[src/rtl/arbitro_compuerta_pkg.sv]
// Shared types and constants for the two-lane barrier controller.
package arbitro_pkg;

  typedef enum logic [2:0] {
    CERRADO    = 3'd0,
    ESPERA_PIN = 3'd1,
    ALARMA     = 3'd2,
    ABIERTO    = 3'd3,
    BLOQUEO    = 3'd4
  } estado_t;

  localparam int LANE0 = 0;
  localparam int LANE1 = 1;

  localparam logic [7:0] PIN_DEFAULT = 8'h10;

endpackage

[src/rtl/arbitro_compuerta_if.sv]
// Lane-side sensors/keypads in, barrier and indicator state out.
// Handshake: there is no valid/ready pair; every input is a level sampled on
// the rising clock edge, a submit is the rising edge of enterPin for the
// granted lane, and every output is a registered level updated one cycle
// after the input that caused it.
interface arbitro_compuerta_if #(
  parameter int ANCHO_FALLOS = 3
);
  import arbitro_pkg::*;

  logic [1:0]              Vehiculo;
  logic [1:0]              Termino;
  logic [1:0]              enterPin;
  logic [7:0]              Pin0;
  logic [7:0]              Pin1;
  logic [1:0]              Grant;
  logic                    Cerrado;
  logic                    Abierto;
  logic                    Alarma;
  logic                    Bloqueo;
  logic [ANCHO_FALLOS-1:0] Fallos;
  estado_t                 estado;

  // Lane side: drives the sensors and keypads.
  modport master (
    output Vehiculo, Termino, enterPin, Pin0, Pin1,
    input  Grant, Cerrado, Abierto, Alarma, Bloqueo, Fallos, estado
  );

  // Controller side.
  modport slave (
    input  Vehiculo, Termino, enterPin, Pin0, Pin1,
    output Grant, Cerrado, Abierto, Alarma, Bloqueo, Fallos, estado
  );

endinterface

[src/rtl/rr_arbitro_2.sv]
// Two-requester round-robin arbiter. The grant is combinational from the
// request; the pointer only moves when the owner releases the barrier, and
// then it points at the lane that was not last served.
module rr_arbitro_2 (
  input  logic       Clk,
  input  logic       Reset,
  input  logic [1:0] request,
  input  logic       advance,
  output logic [1:0] grant
);

  logic ptr_q;   // 0 favours lane 0, 1 favours lane 1
  logic last_q;  // lane index of the most recent grant

  // Pick a single requester; on a tie the pointer decides.
  always_comb begin
    grant = request;
    if (request == 2'b11) begin
      grant = ptr_q ? 2'b10 : 2'b01;
    end
  end

  // Remember who was served and hand priority to the other lane on release.
  always_ff @(posedge Clk or negedge Reset) begin
    if (!Reset) begin
      ptr_q  <= 1'b0;
      last_q <= 1'b0;
    end else begin
      if (|request) begin
        last_q <= grant[1];
      end
      if (advance) begin
        ptr_q <= ~last_q;
      end
    end
  end

endmodule

[src/rtl/arbitro_compuerta.sv]
// Barrier sequencing controller: grants one lane, checks its PIN, counts
// wrong attempts and drives barrier/alarm/lockout outputs.
module arbitro_compuerta
  import arbitro_pkg::*;
#(
  parameter logic [7:0] PIN_CORRECTO = PIN_DEFAULT,
  parameter int         MAX_INTENTOS = 3,
  parameter int         ANCHO_FALLOS = 3
) (
  input logic               Clk,
  input logic               Reset,
  arbitro_compuerta_if.slave bus
);

  localparam logic [ANCHO_FALLOS-1:0] MAX_F = ANCHO_FALLOS'(MAX_INTENTOS);

  estado_t                 state_q, state_d;
  logic [1:0]              grant_q, grant_d;
  logic [ANCHO_FALLOS-1:0] fallos_q, fallos_d, fallos_inc;
  logic [1:0]              enter_q;
  logic                    cerrado_q, abierto_q, alarma_q, bloqueo_q;
  logic [1:0]              arb_req, arb_grant;
  logic                    advance;
  logic                    submit, veh_g, term_g, pin_ok;
  logic [7:0]              pin_g;

  // The arbiter only sees requests while the barrier is free.
  assign arb_req = (state_q == CERRADO) ? bus.Vehiculo : 2'b00;

  rr_arbitro_2 u_rr (
    .Clk     (Clk),
    .Reset   (Reset),
    .request (arb_req),
    .advance (advance),
    .grant   (arb_grant)
  );

  // Everything below is masked by the current owner, so the other lane's
  // strobes, pulses and keypad never reach the FSM.
  assign submit = |(bus.enterPin & ~enter_q & grant_q);
  assign veh_g  = |(bus.Vehiculo & grant_q);
  assign term_g = |(bus.Termino & grant_q);
  assign pin_g  = grant_q[LANE1] ? bus.Pin1 : bus.Pin0;
  assign pin_ok = (pin_g == PIN_CORRECTO);

  // Wrong-attempt counter saturates at the alarm threshold.
  assign fallos_inc = (fallos_q >= MAX_F) ? fallos_q : fallos_q + 1'b1;

  // Next-state, next-grant and next-counter decode.
  always_comb begin
    state_d  = state_q;
    grant_d  = grant_q;
    fallos_d = fallos_q;
    advance  = 1'b0;
    case (state_q)
      CERRADO: begin
        if (|bus.Vehiculo) begin
          state_d = ESPERA_PIN;
          grant_d = arb_grant;
        end
      end
      ESPERA_PIN: begin
        if (submit) begin
          if (pin_ok) begin
            state_d  = ABIERTO;
            fallos_d = '0;
          end else begin
            fallos_d = fallos_inc;
            if (fallos_inc >= MAX_F) begin
              state_d = ALARMA;
            end
          end
        end else if (!veh_g) begin
          state_d  = CERRADO;
          grant_d  = 2'b00;
          fallos_d = '0;
        end
      end
      ALARMA: begin
        // A vanished vehicle does not clear the alarm; only a good PIN does.
        if (submit) begin
          if (pin_ok) begin
            state_d  = ABIERTO;
            fallos_d = '0;
          end else begin
            fallos_d = fallos_inc;
          end
        end
      end
      ABIERTO: begin
        if (term_g) begin
          if (veh_g) begin
            state_d = BLOQUEO;
          end else begin
            state_d = CERRADO;
            grant_d = 2'b00;
            advance = 1'b1;
          end
        end
      end
      BLOQUEO: begin
        state_d = BLOQUEO;
      end
      default: begin
        state_d  = CERRADO;
        grant_d  = 2'b00;
        fallos_d = '0;
      end
    endcase
  end

  // State, counter, edge-detect history and registered Moore outputs.
  always_ff @(posedge Clk or negedge Reset) begin
    if (!Reset) begin
      state_q   <= CERRADO;
      grant_q   <= 2'b00;
      fallos_q  <= '0;
      enter_q   <= 2'b00;
      cerrado_q <= 1'b1;
      abierto_q <= 1'b0;
      alarma_q  <= 1'b0;
      bloqueo_q <= 1'b0;
    end else begin
      state_q   <= state_d;
      grant_q   <= grant_d;
      fallos_q  <= fallos_d;
      enter_q   <= bus.enterPin;
      cerrado_q <= (state_d != ABIERTO);
      abierto_q <= (state_d == ABIERTO);
      alarma_q  <= (state_d == ALARMA);
      bloqueo_q <= (state_d == BLOQUEO);
    end
  end

  assign bus.Grant   = grant_q;
  assign bus.Cerrado = cerrado_q;
  assign bus.Abierto = abierto_q;
  assign bus.Alarma  = alarma_q;
  assign bus.Bloqueo = bloqueo_q;
  assign bus.Fallos  = fallos_q;
  assign bus.estado  = state_q;

endmodule

[src/flat_wrapper.sv]
// flat-port wrapper written by rule: the top's interface ports become plain ports
module arbitro_compuerta_flat import arbitro_pkg::*;
#(
  parameter logic [7:0] PIN_CORRECTO = PIN_DEFAULT,
  parameter int         MAX_INTENTOS = 3,
  parameter int         ANCHO_FALLOS = 3
)
  (Clk, Reset, bus_Vehiculo, bus_Termino, bus_enterPin, bus_Pin0, bus_Pin1, bus_Grant, bus_Cerrado, bus_Abierto, bus_Alarma, bus_Bloqueo, bus_Fallos, bus_estado);
  arbitro_compuerta_if #(.ANCHO_FALLOS(ANCHO_FALLOS)) bus_i ();
  input logic Clk;
  input logic Reset;
  input wire logic [$bits(bus_i.Vehiculo)-1:0] bus_Vehiculo;
  input wire logic [$bits(bus_i.Termino)-1:0] bus_Termino;
  input wire logic [$bits(bus_i.enterPin)-1:0] bus_enterPin;
  input wire logic [$bits(bus_i.Pin0)-1:0] bus_Pin0;
  input wire logic [$bits(bus_i.Pin1)-1:0] bus_Pin1;
  output wire logic [$bits(bus_i.Grant)-1:0] bus_Grant;
  output wire logic [$bits(bus_i.Cerrado)-1:0] bus_Cerrado;
  output wire logic [$bits(bus_i.Abierto)-1:0] bus_Abierto;
  output wire logic [$bits(bus_i.Alarma)-1:0] bus_Alarma;
  output wire logic [$bits(bus_i.Bloqueo)-1:0] bus_Bloqueo;
  output wire logic [$bits(bus_i.Fallos)-1:0] bus_Fallos;
  output wire logic [$bits(bus_i.estado)-1:0] bus_estado;
  assign bus_i.Vehiculo = bus_Vehiculo;
  assign bus_i.Termino = bus_Termino;
  assign bus_i.enterPin = bus_enterPin;
  assign bus_i.Pin0 = bus_Pin0;
  assign bus_i.Pin1 = bus_Pin1;
  assign bus_Grant = bus_i.Grant;
  assign bus_Cerrado = bus_i.Cerrado;
  assign bus_Abierto = bus_i.Abierto;
  assign bus_Alarma = bus_i.Alarma;
  assign bus_Bloqueo = bus_i.Bloqueo;
  assign bus_Fallos = bus_i.Fallos;
  assign bus_estado = bus_i.estado;
  arbitro_compuerta #(.PIN_CORRECTO(PIN_CORRECTO), .MAX_INTENTOS(MAX_INTENTOS), .ANCHO_FALLOS(ANCHO_FALLOS)) u_core (.Clk(Clk), .Reset(Reset), .bus(bus_i));
endmodule
[config.mk]
export PLATFORM = sky130hd
export DESIGN_NAME = arbitro_compuerta_flat
export DESIGN_NICKNAME = d
export VERILOG_FILES = /design/src/rtl/arbitro_compuerta_pkg.sv /design/src/rtl/arbitro_compuerta_if.sv /design/src/rtl/rr_arbitro_2.sv /design/src/rtl/arbitro_compuerta.sv /design/src/flat_wrapper.sv
export SDC_FILE = /design/constraint.sdc
export NUM_CORES = 1
export LEC_CHECK = 0
export BUFFER_PORTS_ARGS = -buffer_cell sky130_fd_sc_hd__buf_4
export CAP_MARGIN = 20
export CORE_MARGIN = 8
export CORE_UTILIZATION = 48
export CTS_CLUSTER_DIAMETER = 30
export DETAILED_ROUTE_END_ITERATION = 8
export GPL_TIMING_DRIVEN = 1
export PLACE_DENSITY = 0.75
export SETUP_SLACK_MARGIN = 0.05
export SYNTH_ARGS = -nofsm -noshare
export SYNTH_HDL_FRONTEND = slang
export SYNTH_SLANG_ARGS = --single-unit
export TNS_END_PERCENT = 100
[constraint.sdc]
create_clock -name Clk -period 2.22 [get_ports Clk]
set_input_delay 0.111 -clock Clk [delete_from_list [all_inputs] [get_ports Clk]]
set_output_delay 0.111 -clock Clk [all_outputs]
set_load 0.03 [all_outputs]
==> qor.yml <==
status: "completed"
cp-start-kind: "flop"
grt_pass1_wl_mm: 4.47
syn2layout_area_growth_pct: 31.7
core_area_um2: 1980
numClockSinks: 16
skew_ns: 0.00149
cts_buffers: 3
worst_pin_slew_ns: 0.392
vdd.ir_drop.worst_v: 0.000386
setup_viol: 0
worstHoldPathType: "input pin to flop"
avgSynthCellArea_um2: 10.2
grt_overflow_total: 0
endpoint_kind: "flop"
path_clk_slew_ns: 0.10
drive_gt1_share_pct: 40.1
hold_violations: 0
routed_via_density: 5.69
post-route-cell-area_um2: 1330
layoutNonFillerInstCount: 164
critPathKind: "flop to flop"
gp_congestion: 0.872
placed_area_um2: 1260
post-place-ws_ns: 0.351
syn_nets: 125
total_power_uw: 560
setup_tns_ns: 0
ant_nets: 0
ys_types: 45
synthCells: 99
mostFrequentLayoutCells: "buf_4 (35), dfrtp_1 (15), nand2_1 (12)"
clockBufferDepth: 2
worstPathRequired_ns: 2.46
post_drt_wl_per_cell_um: 16.1
grt_start_max_net_pins: 17
p_leak_nw: 0.619
drt_wl_total_mm: 2.64
die_w_um: 61.9
postCtsSetupBuffers: 0
ioPinCount: 36
arrival_ns: 2.15
placed_cells: 157
relSlewSlack_pct: 73.9
maxCapViolCount: 0
drv_slew: 0
yosysWarnings: 0
synth_area_leaders: "dfrtp_1 (37%), nand2_1 (4.5%), clkbuf_8 (2.7%), dfstp_2 (2.6%), and2_1 (2.5%)"
dieArea_um2: 3830
crit_fanout: 14
via_count: 933
synth_compound_area_share_pct: 29.0
synth_mux_area_share_pct: 1.12
drt_iter0_drc: 36
port_buffers: 35
synth_fa_ha_area_share_pct: 2.48
synthSimpleGateAreaFrac_pct: 22.3
synth_seq_area_share_pct: 39.8
antenna_found_initial: 0
min_period_over_period_pct: 85.7
holdWs_ns: 0.131
num_rows: 16
synth_edf_count: 0
h-tree-depth: 1
layout_commonest_cell: "buf_4"
ys_seq_elements: 16
antennaDiodeCount: 0
power_density_nw_per_um2: 421
timing.fmax_mhz: 526
synth_top_area_share_pct: 37.2
netlist_area_um2: 1010
synthArstFlopShare_pct: 100
synth_top_family_by_area: "compound AO/OA/AOI/OAI gates"
final.setup.worst_slack_ns: 0.318
min_period_ns: 1.90
rsz0062_at_grt: "false"
final_net_count: 164
fin_util_pct: 67.1
clk_latency_ns: 0.30
die_h_um: 61.9
drc: 0
synth_top_cell_by_area: "dfrtp_1"
ctsRootBufferMaster: "clkbuf_4"
drt-pass1-iter-count: 4
dp_hpwl_mm: 2.09
synthXorXnorAreaFrac_pct: 0
cts_tree: "yes"
grt_pass1_vias: 1000
grtUsageTotal_pct: 15.8
start_util_pct: 50.9
synthFlopType: "dfrtp_1"
[synth_stat cells (all sizes together) (2+ instances only)]
cell / instances
a21oi: 4
a22o: 3
a32o: 3
and2: 4
clkbuf: 3
dfrtp: 15
ha: 2
inv: 3
nand2: 12
nand2b: 2
nand3: 2
nand3b: 2
nor2: 5
nor3: 4
nor4b: 2
o21ai: 4
o22a: 2
o31a: 2
o31ai: 3
or2b: 2
[power breakdown]
group	switching [mW]	internal, mW	leakage, nW
Clock	0.100	0.100	0.0210
Sequential	0.000349	0.293	0.200
Combinational	0.0257	0.0398	0.398
Total	0.126	0.433	0.619
[final timing paths]
path | start | to | slack (ns) | cells past startpoint
worst max register to register | u_core.bus.estado[0] | u_core.bus.Fallos[1] | 0.32 | 5
worst min register to register | u_core.u_rr.last_q | u_core.u_rr.ptr_q | 0.48 | 1
worst min-delay path | bus_Vehiculo[0] | u_core.bus.Grant[0] | 0.13 | 3
worst max-delay path | u_core.bus.estado[0] | u_core.bus.Fallos[1] | 0.32 | 5
min in group asynchronous | Reset | u_core.bus.Grant[0] | 0.22 | 2
max in group asynchronous | Reset | u_core.bus.Cerrado | 1.76 | 2
[critical path, cell delays in order, from the launching register on]
cell and delay [ns]:
dfrtp_1 0.58, or2b_2 0.37, a211oi_1 0.36, o2bb2ai_2 0.14, nor3_2 0.22, a32o_2 0.19
[cell families (layout without fill, tap and decap cells)]
family / Yosys count / count (layout)
AOI/OAI and AO/OA: 34 / 34
adders and majority gates: 2 / 2
buffers and inverters: 7 / 45
DFF: 16 / 16
muxes: 1 / 1
and+or+nand+nor: 39 / 39
[what timing repair did]
| action | CTS | global route |
|---|---|---|
| resized for setup | 0 | 0 |
| hold buffers | 3 | 0 |
| endpoints found under the hold margin | 18 | 0 |
[cell type report]
type | count | area, um^2
fillers | 173 | 652
multi-input cells | 76 | 554
flip-flops and latches | 16 | 402
repair buffers | 38 | 293
clock buffers | 4 | 36.3
well taps | 27 | 33.8
inverters | 3 | 11.3
[per-layer routing]
metal | routed length (um) | up-vias | GRT usage (%)
met4 | 41 | 0 | 6.82
li1 | - | 452 | -
met2 | 1320 | 37 | 26.9
met3 | 244 | 5 | 4.73
met5 | 0 | - | 0
met1 | 1030 | 439 | 17.8
[registers in the layout (all words and copies together) (netlist names)]
| name | count |
|---|---|
| u_core.bus.Fallos | 3 |
| u_core.bus.estado | 3 |
| u_core.bus.Grant | 2 |
| u_core.enter_q | 2 |
| u_core.bus.Abierto | 1 |
| u_core.bus.Alarma | 1 |
| u_core.bus.Bloqueo | 1 |
| u_core.bus.Cerrado | 1 |
| u_core.u_rr.last_q | 1 |
| u_core.u_rr.ptr_q | 1 |
Power figures use the tool's default switching activity.
